**config.mk**
```make
export PLATFORM = sky130hd
export DESIGN_NAME = ahb_cache_arbiter
export DESIGN_NICKNAME = d
export VERILOG_FILES = /design/src/rtl/ahb_cache_arbiter_pkg.sv /design/src/rtl/ahb_arb_priority.sv /design/src/rtl/ahb_cache_arbiter.sv
export SDC_FILE = /design/constraint.sdc
export NUM_CORES = 1
export LEC_CHECK = 0
export ABC_AREA = 1
export CORE_AREA = 2 2 93 95
export CTS_CLUSTER_SIZE = 14
export DETAILED_ROUTE_END_ITERATION = 10
export DIE_AREA = 0 0 95 97
export GPL_TIMING_DRIVEN = 0
export PLACE_DENSITY = 0.81
export SYNTH_ARGS = -nofsm -noshare
export SYNTH_HDL_FRONTEND = slang
export SYNTH_SLANG_ARGS = --single-unit
```
**constraint.sdc**
```tcl
create_clock -name clk -period 2.5 [get_ports clk]
set_input_delay 0.625 -clock clk [delete_from_list [all_inputs] [get_ports clk]]
set_output_delay 0.625 -clock clk [all_outputs]
set_load 0.005 [all_outputs]
```
**src/rtl/ahb_cache_arbiter_pkg.sv**
```systemverilog
// Shared AHB-Lite constants and enums for the cache-to-bus arbiter.
package ahb_cache_arbiter_pkg;

  localparam logic [1:0] HTRANS_IDLE   = 2'b00;
  localparam logic [1:0] HTRANS_NONSEQ = 2'b10;
  localparam logic [2:0] HSIZE_WORD    = 3'b010;

  // Bus owner: instruction fetch side (F) or data memory side (M).
  typedef enum logic {
    OWN_F = 1'b0,
    OWN_M = 1'b1
  } owner_t;

  // One word transfer walks IDLE -> ADDR -> DATA.
  typedef enum logic [1:0] {
    ST_IDLE = 2'b00,
    ST_ADDR = 2'b01,
    ST_DATA = 2'b10
  } state_t;

endpackage

```
**src/rtl/ahb_arb_priority.sv**
```systemverilog
// Fresh-request arbiter: picks a new owner when the bus is unlocked.
module ahb_arb_priority
  import ahb_cache_arbiter_pkg::*;
#(
  parameter bit DataPriority = 1'b1
) (
  input  logic   req_m,
  input  logic   req_f,
  output logic   grant_valid,
  output owner_t grant
);

  // Single requester wins outright; a tie goes to the preferred side.
  always_comb begin
    grant_valid = req_m | req_f;
    grant       = OWN_M;
    if (req_m && req_f) begin
      grant = DataPriority ? OWN_M : OWN_F;
    end else if (req_f) begin
      grant = OWN_F;
    end
  end

endmodule

```
**src/rtl/ahb_cache_arbiter.sv**
```systemverilog
// Serialises single-word transfers from the instruction and data caches
// onto one AHB-Lite master port, holding ownership for a whole block.
module ahb_cache_arbiter
  import ahb_cache_arbiter_pkg::*;
#(
  parameter bit DataPriority = 1'b1
) (
  input  logic        clk,
  input  logic        reset,
  input  logic        HRequestM,
  input  logic        HWriteM,
  input  logic [31:0] HAddrM,
  input  logic [31:0] HWDataM,
  input  logic        HRequestF,
  input  logic [31:0] HAddrF,
  output logic        BusReady,
  output logic        HReadyF,
  output logic [31:0] HRData,
  output logic [31:0] HADDR,
  output logic        HWRITE,
  output logic [1:0]  HTRANS,
  output logic [2:0]  HSIZE,
  output logic [31:0] HWDATA,
  input  logic [31:0] HRDATA,
  input  logic        HREADY
);

  state_t      state_q, state_d;
  owner_t      owner_q, owner_d;
  logic        locked_q, locked_d;
  logic [31:0] wdata_q, wdata_d;
  logic        write_q, write_d;

  logic        own_req;
  logic [31:0] own_addr;
  logic        own_write;
  logic [31:0] own_wdata;
  logic        grant_valid;
  owner_t      grant;

  ahb_arb_priority #(
    .DataPriority(DataPriority)
  ) u_prio (
    .req_m      (HRequestM),
    .req_f      (HRequestF),
    .grant_valid(grant_valid),
    .grant      (grant)
  );

  // Select the current owner's request, address and write attributes.
  always_comb begin
    if (owner_q == OWN_M) begin
      own_req   = HRequestM;
      own_addr  = HAddrM;
      own_write = HWriteM;
      own_wdata = HWDataM;
    end else begin
      own_req   = HRequestF;
      own_addr  = HAddrF;
      own_write = 1'b0;
      own_wdata = '0;
    end
  end

  // State register and captured data-phase attributes.
  always_ff @(posedge clk or posedge reset) begin
    if (reset) begin
      state_q  <= ST_IDLE;
      owner_q  <= OWN_M;
      locked_q <= 1'b0;
      wdata_q  <= '0;
      write_q  <= 1'b0;
    end else begin
      state_q  <= state_d;
      owner_q  <= owner_d;
      locked_q <= locked_d;
      wdata_q  <= wdata_d;
      write_q  <= write_d;
    end
  end

  // Next-state logic: continue a locked block or arbitrate afresh.
  always_comb begin
    state_d  = state_q;
    owner_d  = owner_q;
    locked_d = locked_q;
    wdata_d  = wdata_q;
    write_d  = write_q;
    case (state_q)
      ST_IDLE: begin
        if (locked_q && own_req) begin
          state_d = ST_ADDR;
        end else begin
          // Releasing the lock and re-arbitrating share this cycle, so a
          // waiting requester is granted without an extra idle cycle.
          locked_d = 1'b0;
          if (grant_valid) begin
            owner_d  = grant;
            locked_d = 1'b1;
            state_d  = ST_ADDR;
          end
        end
      end
      ST_ADDR: begin
        if (HREADY) begin
          wdata_d = own_wdata;
          write_d = own_write;
          state_d = ST_DATA;
        end
      end
      ST_DATA: begin
        if (HREADY) begin
          state_d = ST_IDLE;
        end
      end
      default: state_d = ST_IDLE;
    endcase
  end

  // Bus and ready outputs decoded from the current state.
  always_comb begin
    HTRANS   = HTRANS_IDLE;
    HADDR    = '0;
    HWRITE   = 1'b0;
    HWDATA   = '0;
    BusReady = 1'b0;
    HReadyF  = 1'b0;
    case (state_q)
      ST_ADDR: begin
        HTRANS = HTRANS_NONSEQ;
        HADDR  = own_addr;
        HWRITE = own_write;
      end
      ST_DATA: begin
        HWDATA = write_q ? wdata_q : '0;
        if (HREADY) begin
          BusReady = (owner_q == OWN_M);
          HReadyF  = (owner_q == OWN_F);
        end
      end
      default: ;
    endcase
  end

  assign HSIZE  = HSIZE_WORD;
  assign HRData = HRDATA;

endmodule
```
==> results of run 1 <==
==> cell usage in the layout (no fill, tap or decap) <==
master	n
clkdlybuf4s50_1	193
nand2_1	119
buf_4	42
nor2_1	36
dfrtp_1	35
nand3_1	34
a21oi_1	31
inv_1	23
o21ai_0	19
buf_2	8
clkbuf_8	8
dlymetal6s2s_1	5
buf_6	4
conb_1	4
inv_2	3
dlygate4sd2_1	3
nand2_2	2
clkinv_2	2
clkbuf_4	2
nor3_2	2
bufinv_16	2
nor2_4	1
o22ai_1	1
a21oi_2	1
nand3_4	1
clkbuf_2	1
dfstp_2	1
dfrtp_2	1
==> registers in the layout, indices dropped and copies added, names as in the netlist <==
signal,count
locked_q,1
owner_q,1
state_q,2
wdata_q,32
write_q,1
==> power by group through the flow <==
stage,Clock [mW],Sequential (mW),Combinational (mW)
after detailed placement,0,1.01,2.16
final,0.602,1.02,2.25
after CTS,0.614,1.02,2.24
after global placement,0,0.997,2.11
after global routing,0.642,1.05,2.49
after floorplan,0,0.979,1.14
==> metrics by stage <==
stage	total power [mW]	setup TNS, ns	utilization	hold slack [ns]
global placement	3.107	-0.3538	0.5707	0.4609
global route	4.187	-1.071	0.5990	0.5064
CTS	3.881	-0.01554	0.5953	0.4847
floorplan	2.119	0	-	0.4421
detailed placement	3.173	-0.2987	0.5707	0.4652
finish	3.875	0	0.5990	0.4850
==> worst max path at each step <==
stage                           end  slack (ns)
after global routing       HADDR[3]       -0.08
after floorplan            BusReady        0.72
after CTS                 HADDR[12]      -0.005
final                     HADDR[29]        0.02
after detailed placement    HReadyF       -0.14
after global placement      HReadyF       -0.17
==> cells by family (layout without fill, tap and decap cells) <==
kind of cell,Yosys count,in the layout,share of synthesized area
AND/OR/NAND/NOR,195,195,0.3164
buffers and inverters,88,296,0.2034
AO/OA/AOI/OAI,52,52,0.1050
flip-flops,37,37,0.3722
other,2,4,0.003015
==> metal layers <==
metal	share of wire	vias to the layer above	routed length, um	global-route usage
met5	0	-	0	0
met3	0.075	10	699	0.03505
met2	0.51	132	4770	0.3513
li1	-	1539	-	-
met1	0.40	1392	3763	0.2321
met4	0.012	0	108	0.04459
==> worst min-delay path: stages, from the launching register on <==
cell     delay, ns
dfrtp_1       0.35
nand2_1       0.05
nand2_1       0.06
==> timing repair <==
action / in CTS / in global routing
cloned: 0 / 0
endpoints found under the setup margin: 47 / 46
resized for setup: 24 / 15
setup buffers: 1 / 0
==> layout make-up <==
type                            instances  area (um2)
Buffer                                 59       454.2
Inverter                               27       102.6
Timing Repair Buffer                  202        2028
Clock inverter                          3       65.06
Fill cell                             736        3262
Sequential cell                        37       928.4
Multi-Input combinational cell        251        1094
Clock buffer                            5       68.82
Tap cell                              105       131.4
==> results.rst, run 1 <==
.. list-table::
   :header-rows: 1

   * - Metric
     - Value
   * - Ratio of routed vias to standard cells
     - 4.460
   * - Maximum frequency from static timing analysis
     - 402.6 MHz
   * - Number of search-and-repair iterations in the first detailed-routing pass
     - 4
   * - Clock network latency to the later pin of the worst-skew pair
     - 0.28 ns
   * - Net switching fraction of the power
     - 0.3850
   * - Antenna violations before repair
     - 0
   * - Worst relative slew slack
     - 0.4953
   * - Warnings, synthesis
     - 0
   * - Per-cell routed wire length
     - 13.56 um
   * - Maximum Capacitance Violations
     - 0
   * - Endpoint of the worst register-to-register path
     - wdata_q[28]$_DFFE_PP0P_
   * - Number of stages on the worst hold path
     - 2
   * - Crit-path slowest cell
     - dfstp_2
   * - Die outline area
     - 0.009215 mm2
   * - Layout Cell Area excl Fill
     - 0.004872 mm2
   * - Deepest level of the CTS H-tree
     - 2
   * - GP Congestion
     - 0.7770
   * - Die Width
     - 95 um
   * - Port-buffer cells
     - 201
   * - Worst Path Max Fanout
     - 10
   * - Critical path type
     - register to output pin
   * - Final routed wirelength across all metal layers
     - 9.342 mm
   * - Overall routing resource usage
     - 0.1932
   * - Fraction of synthesized cell area taken by the top area cell type
     - 0.3616
   * - Kind of cell adding the most delay to the critical path
     - buffers and inverters
   * - EDFF count, synth
     - 0
   * - Power dissipated by switching net loads
     - 1.492 mW
   * - Final setup viols
     - 0
   * - Number of pins exceeding their max-slew limit in the final report
     - 0
   * - Leakage
     - 2.226 nW
   * - Cell types occupying the most area after synthesis
     - dfrtp_1 (36%), nand2_1 (18%), buf_4 (11%)
   * - 1st-iter DRT viols
     - 130
   * - Hold-critical path endpoint
     - wdata_q[11]$_DFFE_PP0P_
   * - Combined area of all synthesized cells
     - 0.002491 mm2
   * - Internal power of the cells
     - 2.383 mW
   * - Number of synthesized register bits
     - 37
   * - Total vias in the final route
     - 3073
   * - Worst Setup Start Kind
     - register
   * - Arrival time at the worst endpoint
     - 1.86 ns
   * - Fin Clk Skew
     - 0.007416 ns
   * - Clock tree root buffer cell
     - clkbuf_8
   * - Minimum clock period after layout
     - 2.484 ns
   * - Series of cell instances along the critical path
     - clkinv_2 > buf_4 > nand2_1 > a21oi_1 > clkdlybuf4s50_1
   * - Synth Area per Inst
     - 6.661 um2
   * - Pwr per Cell Area
     - 795.2 mW/mm2
   * - Register-to-register setup slack
     - 1.12 ns
   * - Required time worst endpoint
     - 1.88 ns
   * - Clock tree from TritonCTS
     - built
   * - First-pass GRT wire length
     - 14.27 mm
   * - Worst VDD drop
     - 0.0003850 V
   * - Clock-pin slew reported for the worst setup and hold paths after clock tree synthesis
     - 0.08 ns
   * - Buffering stage count on the worst path with inverters included
     - 3
   * - Cells after DPL
     - 682
   * - Die Y
     - 97 um
   * - Synth Instances
     - 374
   * - Count of placed standard cells in the final layout, fillers left out
     - 689
   * - Via count of the first global-routing pass
     - 2982
   * - Layout Area Growth over Synthesis
     - 95.58%
   * - Nets@finish
     - 717
   * - Dpl hpwl
     - 7.618 mm
   * - Core Box Area
     - 0.008134 mm2
   * - Largest buffer count on any clock path
     - 2
   * - Detail Route Antenna Nets
     - 0
   * - Slack of the critical path
     - 0.01631 ns
   * - Post-CTS Hold Fix Bufs
     - 0
   * - I/O pin cnt
     - 238
   * - Dominant cell by count in the synthesized netlist
     - nand2_1
   * - CTS Sinks
     - 37
   * - Source of the critical timing path
     - owner_q$_DFFE_PP1P_
   * - Layout cells sized above 1
     - 0.1387
   * - Worst Hold Class
     - register to register
   * - DRC violation count after routing
     - 0
   * - Outcome
     - complete, no violations
   * - Combinational Power Share
     - 0.580
   * - Min-delay src
     - wdata_q[11]$_DFFE_PP0P_
   * - Share of power burned in registers
     - 0.264
   * - Commonest cells post-synth
     - nand2_1 (120), buf_4 (38), dfrtp_1 (36), nor2_1 (36), nand3_1 (35)
   * - Maximum number of pins on one net before global-route repair
     - 38
   * - Place WS
     - -0.1378 ns
   * - Initial Utilization
     - 0.3063
   * - Total global routing overflow
     - 0
   * - Cell accounting for the most synthesized area
     - dfrtp_1
   * - Total CTS buffers
     - 5
   * - Distinct cells, synth
     - 20
   * - Commonest register cell after synthesis
     - dfrtp_1
   * - Slew at the pin with the worst max-slew slack
     - 0.7560 ns
   * - Unrepaired setup endpoints after global routing
     - true
   * - Critical path depth
     - 5
   * - Worst setup EP type
     - output pin
   * - Std cell rows
     - 33
   * - Post-route fraction of the period consumed by the critical path
     - 0.9935
   * - Async set or reset register ratio after synthesis
     - 1.000
   * - Fraction of power consumed by the clock network
     - 0.155
   * - Highest cell delay on the worst timing path
     - 0.61 ns
   * - Number of antenna diodes
     - 0
   * - Post-synthesis sequential area ratio
     - 0.3722
   * - Reg-to-reg startpoint
     - owner_q$_DFFE_PP1P_
   * - Placed Area
     - 0.004642 mm2
   * - R2R cell count
     - 4
   * - Count of endpoints failing hold in the final timing report
     - 0
Note: power is estimated with default switching activity, not from simulation.
==> run 2: changes to the inputs <==
--- a/config.mk
+++ b/config.mk
@@ -6,12 +6,13 @@
 export NUM_CORES = 1
 export LEC_CHECK = 0
 export ABC_AREA = 1
-export CORE_AREA = 2 2 93 95
+export CORE_MARGIN = 1
+export CORE_UTILIZATION = 31
+export CTS_BUF_LIST = sky130_fd_sc_hd__clkbuf_8
 export CTS_CLUSTER_SIZE = 14
 export DETAILED_ROUTE_END_ITERATION = 10
-export DIE_AREA = 0 0 95 97
 export GPL_TIMING_DRIVEN = 0
-export PLACE_DENSITY = 0.81
+export PLACE_DENSITY = 0.83
 export SYNTH_ARGS = -nofsm -noshare
 export SYNTH_HDL_FRONTEND = slang
 export SYNTH_SLANG_ARGS = --single-unit
==> constraint.sdc (replaced) <==
create_clock -name clk -period 2.7 [get_ports clk]
set_input_delay 0.675 -clock clk [delete_from_list [all_inputs] [get_ports clk]]
set_output_delay 0.675 -clock clk [all_outputs]
set_load 0.005 [all_outputs]
==> run 2 against run 1 <==
Net effect:
- non-clock buffer count stayed put
- worst setup slack better by 0.099 ns
- largest cell class unchanged
- clock skew is 0.0023 ns lower
- combinational power is 9.8% lower
==> results.rst, run 2 (synthesized netlist as in run 1, its figures left out) <==
.. list-table::
   :header-rows: 1

   * - Metric
     - Value
   * - Outcome
     - complete, no violations
   * - Final routed wirelength across all metal layers
     - 9.335 mm
   * - Clock tree root buffer cell
     - clkbuf_8
   * - Worst Path Max Fanout
     - 1
   * - Length of routed met3 wiring
     - 790 um
   * - Maximum Capacitance Violations
     - 0
   * - Arrival time at the worst endpoint
     - 1.91 ns
   * - Pwr per Cell Area
     - 701.3 mW/mm2
   * - Per-cell routed wire length
     - 13.59 um
   * - Post-CTS Hold Fix Bufs
     - 0
   * - Routed length on met1
     - 3.768 mm
   * - Detail Route Antenna Nets
     - 0
   * - Required time worst endpoint
     - 2.03 ns
   * - Number of pins exceeding their max-slew limit in the final report
     - 0
   * - Total CTS buffers
     - 5
   * - Critical path type
     - input pin to output pin
   * - Utilization of the core after routing
     - 0.6155
   * - Max FFs per register
     - 32
   * - Number of fillers in the final layout
     - 684
   * - Register with the most flip-flops
     - wdata_q
   * - Crit-path slowest cell
     - clkdlybuf4s50_1
   * - Total area of multi-input combinational cells
     - 0.001090 mm2
   * - Worst relative slew slack
     - 0.4845
   * - Antenna violations before repair
     - 2
   * - Port-buffer cells
     - 201
   * - Slack of the critical path
     - 0.1154 ns
   * - Layout Area Growth over Synthesis
     - 91.91%
   * - Final setup viols
     - 0
   * - DRC violation count after routing
     - 0
   * - Most common cell after layout, fill and taps aside
     - clkdlybuf4s50_1
   * - Layout Cell Area excl Fill
     - 0.004781 mm2
   * - Largest buffer count on any clock path
     - 2
   * - GP Congestion
     - 0.7886
   * - Maximum number of pins on one net before global-route repair
     - 38
   * - Overall routing resource usage
     - 0.2185
   * - First-pass GRT wire length
     - 14.61 mm
   * - Leakage
     - 2.131 nW
   * - Worst Setup Start Kind
     - input pin
   * - Number of search-and-repair iterations in the first detailed-routing pass
     - 4
   * - Total vias in the final route
     - 3097
   * - Nets@finish
     - 717
   * - Worst Hold Slack
     - 0.4824 ns
   * - Via count of the first global-routing pass
     - 2975
   * - Layout cells sized above 1
     - 0.1370
   * - Buffering stage count on the worst path with inverters included
     - 2
   * - Count of endpoints failing hold in the final timing report
     - 0
   * - Cells after DPL
     - 679
   * - Die outline area
     - 0.008399 mm2
   * - Core Box Area
     - 0.007767 mm2
   * - Std cell rows
     - 32
   * - 1st-iter DRT viols
     - 122
   * - Register-to-register setup slack
     - 1.32 ns
   * - Clock tree from TritonCTS
     - built
   * - Kind of cell adding the most delay to the critical path
     - buffers and inverters
   * - Unrepaired setup endpoints after global routing
     - false
   * - Place WS
     - -0.04846 ns
   * - Largest registers in the final layout
     - wdata_q (32), state_q (2)
   * - CTS Sinks
     - 37
   * - Series of cell instances along the critical path
     - clkdlybuf4s50_1 > nand2_1 > a21oi_1 > clkdlybuf4s50_1
   * - Worst setup EP type
     - output pin
   * - Worst VDD drop
     - 0.0003179 V
   * - Highest routed layer
     - met5
   * - Slew at the pin with the worst max-slew slack
     - 0.7722 ns
   * - Deepest level of the CTS H-tree
     - 2
   * - Ratio of routed vias to standard cells
     - 4.508
   * - Post-route fraction of the period consumed by the critical path
     - 0.9572
   * - I/O pin cnt
     - 238
   * - Clock-pin slew reported for the worst setup and hold paths after clock tree synthesis
     - 0.07 ns
   * - Initial Utilization
     - 0.3207
   * - Maximum frequency from static timing analysis
     - 386.9 MHz
   * - Commonest non-fill, non-tap cells in the layout
     - clkdlybuf4s50_1 (199), nand2_1 (119), buf_4 (43), nor2_1 (36), dfrtp_1 (36)
   * - Worst Hold Class
     - register to register
   * - Die Y
     - 91.65 um
   * - Highest cell delay on the worst timing path
     - 0.55 ns
   * - Total global routing overflow
     - 0
   * - Die Width
     - 91.65 um
   * - Routed length on met2
     - 4.618 mm
   * - Fin Clk Skew
     - 0.005085 ns
   * - Number of setup buffers added after CTS
     - 0
   * - Storage element area
     - 927.1 um2
   * - Minimum clock period after layout
     - 2.585 ns
   * - Cell repeated most along the worst path
     - clkdlybuf4s50_1
   * - Placed Area
     - 0.004638 mm2
   * - Dpl hpwl
     - 7.572 mm
   * - Count of placed standard cells in the final layout, fillers left out
     - 687
   * - Clock network latency to the later pin of the worst-skew pair
     - 0.29 ns
run 2: path summary, 6_finish.rpt:
| path | start | end | cells after the start |
|---|---|---|---|
| max | HAddrM[3] | HADDR[3] | 4 |
| min reg2reg | wdata_q[9]$_DFFE_PP0P_ | wdata_q[9]$_DFFE_PP0P_ | 2 |
| min | wdata_q[9]$_DFFE_PP0P_ | wdata_q[9]$_DFFE_PP0P_ | 2 |
| max reg2reg | state_q[1]$_DFFE_PP0P_ | wdata_q[3]$_DFFE_PP0P_ | 7 |
| min in group asynchronous | reset | wdata_q[19]$_DFFE_PP0P_ | 2 |
| max in group asynchronous | reset | wdata_q[9]$_DFFE_PP0P_ | 2 |
run 2: area by class of cell:
| class | instances | area share |
|---|---|---|
| Multi-Input combinational cell | 251 | 0.2280 |
| Timing Repair Buffer | 201 | 0.4219 |
| Clock inverter | 3 | 0.003664 |
| Antenna cell | 1 | 0.0005234 |
| Clock buffer | 5 | 0.01439 |
| Inverter | 27 | 0.02172 |
| Tap cell | 102 | 0.02669 |
| Buffer | 60 | 0.08924 |
| Sequential cell | 37 | 0.1939 |
run 2: routing by layer:
layer,global-route usage,vias to the layer above
li1,-,1540
met1,0.2688,1385
met2,0.3791,157
met3,0.05638,13
met4,0.05556,2
met5,0,-
run 2: metrics by stage:
step	power [mW]	setup TNS, ns
after floorplan	1.962	0
after global placement	2.861	-0.1597
after detailed placement	2.920	-0.07408
after CTS	3.342	-0.03336
after global routing	3.644	0
final	3.353	0
run 2: tightest hold or removal path, stage by stage, from the launching register on:
cell	delay, ns
dfrtp_1	0.35
nand2_1	0.05
nand2_1	0.05
run 2: report_power, final:
| part | internal, mW | total, mW | switching, mW |
|---|---|---|---|
| registers | 0.819 | 0.950 | 0.132 |
| logic | 0.980 | 2.03 | 1.05 |
| clock network | 0.178 | 0.375 | 0.197 |
| total | 1.98 | 3.35 | 1.38 |
run 2: timing repair:
item	in CTS	in global routing
gates resized for setup	10	22
pin swaps	0	2
setup endpoints to repair	37	47
